$ cat src/rtl/fifo_cdc_pkg.sv
// Shared definitions for the async CDC FIFO: default geometry and Gray/binary
// pointer conversions used by both pointer-control blocks and the flag logic.
package fifo_cdc_pkg;

  localparam int DEF_ADDRSIZE = 8;
  localparam int PTR_WIDE     = 32;

  // Conversions operate on a zero-extended wide vector, so any pointer width
  // up to PTR_WIDE can share them without a per-width copy.
  typedef logic [PTR_WIDE-1:0] ptr_wide_t;

  function automatic ptr_wide_t bin2gray(input ptr_wide_t bin);
    return bin ^ (bin >> 1);
  endfunction

  function automatic ptr_wide_t gray2bin(input ptr_wide_t gray);
    ptr_wide_t bin;
    bin = gray;
    for (int i = 1; i < PTR_WIDE; i++) begin
      bin = bin ^ (gray >> i);
    end
    return bin;
  endfunction

endpackage

$ cat src/rtl/cdc_sync_vec.sv
// Multi-flop synchroniser for a Gray-coded vector crossing into the clk domain.
// Only one bit of d may change per source update for the output to be coherent.
module cdc_sync_vec #(
  parameter int WIDTH  = 9,
  parameter int STAGES = 2
) (
  input  logic             clk,
  input  logic             rst_n,
  input  logic [WIDTH-1:0] d,
  output logic [WIDTH-1:0] q
);

  (* ASYNC_REG = "TRUE" *) logic [WIDTH-1:0] sync_r [STAGES];

  // Synchroniser chain: stage 0 samples the asynchronous input.
  always_ff @(posedge clk or negedge rst_n) begin
    if (!rst_n) begin
      for (int i = 0; i < STAGES; i++) begin
        sync_r[i] <= '0;
      end
    end else begin
      sync_r[0] <= d;
      for (int i = 1; i < STAGES; i++) begin
        sync_r[i] <= sync_r[i-1];
      end
    end
  end

  assign q = sync_r[STAGES-1];

endmodule

$ cat src/rtl/fifo_wptr_ctrl.sv
// Write-domain pointer/control for the async CDC FIFO: binary/Gray write pointer,
// read-pointer synchronisation, write gating, fill level, almost_full and overflow.
module fifo_wptr_ctrl
  import fifo_cdc_pkg::*;
#(
  parameter int ADDRSIZE    = DEF_ADDRSIZE,
  parameter int SYNC_STAGES = 2,
  parameter int AF_THRESH   = (2**ADDRSIZE) - 4
) (
  input  logic                clk,
  input  logic                rst_n,
  input  logic                winc,
  input  logic [ADDRSIZE:0]   rptr_gray,
  input  logic                clr_ovf,
  output logic                wen,
  output logic [ADDRSIZE-1:0] waddr,
  output logic [ADDRSIZE:0]   wptr,
  output logic [ADDRSIZE:0]   wq2_rptr,
  output logic [ADDRSIZE:0]   wr_level,
  output logic                almost_full,
  output logic                overflow
);

  localparam int PTRW = ADDRSIZE + 1;

  logic [ADDRSIZE:0] wbin_r;
  logic [ADDRSIZE:0] wptr_r;
  logic [ADDRSIZE:0] wq2_rptr_s;
  logic [ADDRSIZE:0] wbin_next_s;
  logic [ADDRSIZE:0] wptr_next_s;
  logic [ADDRSIZE:0] rbin_s;
  logic [ADDRSIZE:0] diff_s;
  logic [ADDRSIZE:0] full_cmp_s;
  logic              full_now_s;
  logic              wen_s;
  logic [ADDRSIZE:0] wr_level_r;
  logic              almost_full_r;
  logic              overflow_r;

  cdc_sync_vec #(
    .WIDTH  (PTRW),
    .STAGES (SYNC_STAGES)
  ) u_rptr_sync (
    .clk   (clk),
    .rst_n (rst_n),
    .d     (rptr_gray),
    .q     (wq2_rptr_s)
  );

  // Next-pointer, full compare, write gate and write-side level difference.
  always_comb begin
    wbin_next_s = wbin_r + PTRW'(1);
    wptr_next_s = PTRW'(bin2gray(ptr_wide_t'(wbin_next_s)));
    rbin_s      = PTRW'(gray2bin(ptr_wide_t'(wq2_rptr_s)));
    diff_s      = wbin_r - rbin_s;
    // Full: write pointer is exactly one lap ahead, which in Gray means the
    // top two bits are inverted and the rest match.
    full_cmp_s  = {~wq2_rptr_s[ADDRSIZE:ADDRSIZE-1], wq2_rptr_s[ADDRSIZE-2:0]};
    full_now_s  = (wptr_r == full_cmp_s);
    wen_s       = winc & ~full_now_s;
  end

  // Binary and Gray write pointers advance together on an accepted write.
  always_ff @(posedge clk or negedge rst_n) begin
    if (!rst_n) begin
      wbin_r <= '0;
      wptr_r <= '0;
    end else if (wen_s) begin
      wbin_r <= wbin_next_s;
      wptr_r <= wptr_next_s;
    end
  end

  // Level and almost_full from the stale synchronised read pointer (pessimistic).
  always_ff @(posedge clk or negedge rst_n) begin
    if (!rst_n) begin
      wr_level_r    <= '0;
      almost_full_r <= 1'b0;
    end else begin
      wr_level_r    <= diff_s;
      almost_full_r <= (diff_s >= PTRW'(AF_THRESH));
    end
  end

  // Sticky overflow; a new overflow in the same cycle beats the clear.
  always_ff @(posedge clk or negedge rst_n) begin
    if (!rst_n) begin
      overflow_r <= 1'b0;
    end else if (winc & full_now_s) begin
      overflow_r <= 1'b1;
    end else if (clr_ovf) begin
      overflow_r <= 1'b0;
    end
  end

  assign wen         = wen_s;
  assign waddr       = wbin_r[ADDRSIZE-1:0];
  assign wptr        = wptr_r;
  assign wq2_rptr    = wq2_rptr_s;
  assign wr_level    = wr_level_r;
  assign almost_full = almost_full_r;
  assign overflow    = overflow_r;

endmodule

$ cat config.mk
export PLATFORM = sky130hd
export DESIGN_NAME = fifo_wptr_ctrl
export DESIGN_NICKNAME = d
export VERILOG_FILES = /design/src/rtl/fifo_cdc_pkg.sv /design/src/rtl/cdc_sync_vec.sv /design/src/rtl/fifo_wptr_ctrl.sv
export SDC_FILE = /design/constraint.sdc
export NUM_CORES = 1
export LEC_CHECK = 0
export ABC_AREA = 1
export BUFFER_PORTS_ARGS = -buffer_cell sky130_fd_sc_hd__buf_2
export CORE_ASPECT_RATIO = 1.4
export CORE_MARGIN = 8
export CORE_UTILIZATION = 57
export CTS_BUF_LIST = sky130_fd_sc_hd__clkbuf_4 sky130_fd_sc_hd__clkbuf_8
export DETAILED_ROUTE_END_ITERATION = 7
export PLACE_DENSITY = 0.86
export SLEW_MARGIN = 20
export SYNTH_ARGS = -nofsm -noshare
export SYNTH_HDL_FRONTEND = slang
export SYNTH_SLANG_ARGS = --single-unit
$ cat constraint.sdc
create_clock -name clk -period 3.4 [get_ports clk]
set_input_delay 0.68 -clock clk [delete_from_list [all_inputs] [get_ports clk]]
set_output_delay 0.68 -clock clk [all_outputs]
set_load 0.02 [all_outputs]
==> results.cfg <==
[run_status]
outcome = finished, final reports clean

[floorplan]
core_mm2 = 0.00420
io_pins = 51
die_area_mm2 = 0.00672
initial_core_util_pct = 58.7
rows = 28
fp.dieH_um = 93.8
die_w_um = 71.6

[synth]
yosys_register_bits = 46
yosysWarnings = 0
ys_seq_area_share_pct = 46.7
synth_fp_nets = 322
syn_avg_cell_area_um2 = 8.25
syn_area_mm2 = 0.00247
synthTopCellsByArea = dfrtp_1 (47%), nand2_1 (16%), inv_1 (7.2%)
synth_cell_types = 23
synth_top_area_share_pct = 46.7
synthCells = 299
synth_top_area_cell = dfrtp_1

[drt]
wl_per_cell_um = 12.7
wirelength_mm = 4.95
drc = 0
ant_nets = 0
drt_iter0_markers = 92
vias_per_cell = 5.07
via_count = 1983
first_pass_iters = 4

[sta]
setup_viol = 0
fin_skew_ns = 0.00748
slew_headroom_pct = 62.4
hold_slack_ns = 0.349
fin_crit_sh_pct = 86.8
setup-tns-final_ns = 0
hold_viol = 0
grt_setup_unrepaired = no
post-route-min-period_ns = 2.95
drv_slew = 0
fmaxAchievable_mhz = 339
worst_pin_slew_ns = 0.564

[layout]
num_antenna_cells = 0
final_common_cell = nand2_1
fillers = 354
fin_nets = 368
stdcell_area_mm2 = 0.00280
area_growth_pct = 13.6
drive_gt1_share_pct = 18.2
layout_common_cells = nand2_1 (103), buf_2 (49), inv_1 (47), dfrtp_1 (46), nand3_1 (18)
stdcell_count = 391

[grt]
grt_max_degree = 47
grt_first_pass_wirelength_mm = 8.65
grt.total_usage_pct = 16.4
overflow = 0
antenna_found_initial = 0
grt_pass1_vias = 2093

[job]
cap_viol_max_count = 0

[placed_design]
placedCellCount = 383
dpl.hpwl_mm = 3.83
gp_congestion = 0.882
portBuffers = 50
dpl_cell_area_mm2 = 0.00269

[power_and_ir_drop]
combPwrFrac_pct = 44.3
power_leakage_nw = 1.58
p_sw_w = 0.000859
seqPwrFrac_pct = 36.3
internal_power_w = 0.00122
p_total_w = 0.00208
power_density_mw_per_mm2 = 743
power_frac_clock_pct = 19.4
vdd_ir_drop_max_mv = 0.351
switching_share_pct = 41.2

[clock_network]
cts_setup_buffers = 0
htreeDepth = 2
cts_resized = 0
cts_buffer_depth = 2
cts_hold_buf = 0
cts_tree = yes
numClockSinks = 46
clkLatencyLatePin_ns = 0.30
clkTransAtPathRegs_ns = 0.09
clockRootBuffer = clkbuf_8
cts-buffers-inserted = 5

[critical_path]
required_ns = 3.65
startpoint_type = flip-flop
crit_type = flip-flop to flip-flop
crit_path_end_kind = flip-flop
worst_ep_arrival_time_ns = 3.20
critical_path.max_fanout = 4

[hold_path]
hold_path.class = flip-flop to flip-flop
## power groups by stage
stage | logic, W | clock network, W | registers (W)
after global routing | 0.00105 | 0.000432 | 0.000779
final | 0.000923 | 0.000404 | 0.000756
after global placement | 0.000894 | 0 | 0.000766
after CTS | 0.000932 | 0.000413 | 0.000757
after floorplan | 0.000555 | 0 | 0.000889
after detailed placement | 0.000924 | 0 | 0.000769
## through the flow
step	util [%]	setup slack [ns]
finish	66.6	0.447
global route	66.6	0.223
CTS	66.6	0.451
detailed placement	63.9	0.518
global placement	63.9	0.693
floorplan	-	0.897
## cells by family after synthesis
group / Yosys count / share of synthesized area (%)
buffers and inverters: 60 / 11.2
adders and majority gates: 10 / 5.38
xor gates and xnor gates: 28 / 9.94
and+or+nand+nor: 140 / 23.7
AOI/OAI and AO/OA: 15 / 3.15
DFF: 46 / 46.7
## layout make-up
cell class	count	area, um2	share of cell area [%]
clock inverter	3	45.0	1.61
tap	45	56.3	2.01
inverter	48	180	6.43
multi-input combinational	193	1040	37.1
timing repair buffer	51	260	9.29
clock buffer	5	68.8	2.46
sequential	46	1150	41.1
## synthesized netlist by cell type
| master | n |
|---|---|
| a21oi_1 | 4 |
| and2_1 | 1 |
| buf_2 | 1 |
| buf_4 | 9 |
| buf_6 | 2 |
| dfrtp_1 | 46 |
| fa_1 | 1 |
| ha_1 | 9 |
| inv_1 | 47 |
| inv_2 | 1 |
| nand2_1 | 103 |
| nand2_4 | 1 |
| nand3_1 | 18 |
| nand3b_1 | 1 |
| nand4_1 | 5 |
| nor2_1 | 6 |
| nor3_1 | 2 |
| o21ai_0 | 10 |
| o21bai_1 | 1 |
| or2_0 | 1 |
| or2_2 | 2 |
| xnor2_1 | 15 |
| xor2_1 | 13 |
## layer usage
metal | vias to the layer above | share of wire, % | track usage, %
met1 | 894 | 39 | 16.2
li1 | 991 | - | -
met4 | 0 | 5.5 | 13.2
met3 | 26 | 6.4 | 4.81
met2 | 72 | 50 | 27.8
met5 | - | 0 | 0
## registers in the layout (all words and copies together) (netlist names)
name,cells
wbin_r,8
wptr,9
overflow,1
u_rptr_sync.q,9
u_rptr_sync.sync_r,9
almost_full,1
wr_level,9
## worst max-delay path: stages (launching register included)
cell and delay [ns]:
dfrtp_1 0.43, xnor2_1 0.43, nand2_1 0.11, nand2_1 0.20
xor2_1 0.22, inv_1 0.07, nand2_1 0.06, nand2_1 0.05
ha_1 0.20, fa_1 0.41, inv_1 0.10, nand3_1 0.10
nand3_1 0.14, nand3_1 0.08, nor2_1 0.13, nand4_1 0.10
nand2_1 0.06
## final timing paths
| check | start | to | slack, ns | cells after the start |
|---|---|---|---|---|
| hold / removal | u_rptr_sync.sync_r[16] | u_rptr_sync.q[7] | 0.35 | 0 |
| setup / recovery | u_rptr_sync.q[7] | almost_full | 0.45 | 16 |
| setup reg to reg | u_rptr_sync.q[7] | almost_full | 0.45 | 16 |
| max in group asynchronous | rst_n | wptr[7] | 2.65 | 1 |
| hold reg to reg | u_rptr_sync.sync_r[16] | u_rptr_sync.q[7] | 0.35 | 0 |
| min in group asynchronous | rst_n | wr_level[1] | 0.36 | 1 |
No activity file was read; power rests on OpenSTA's default activity.
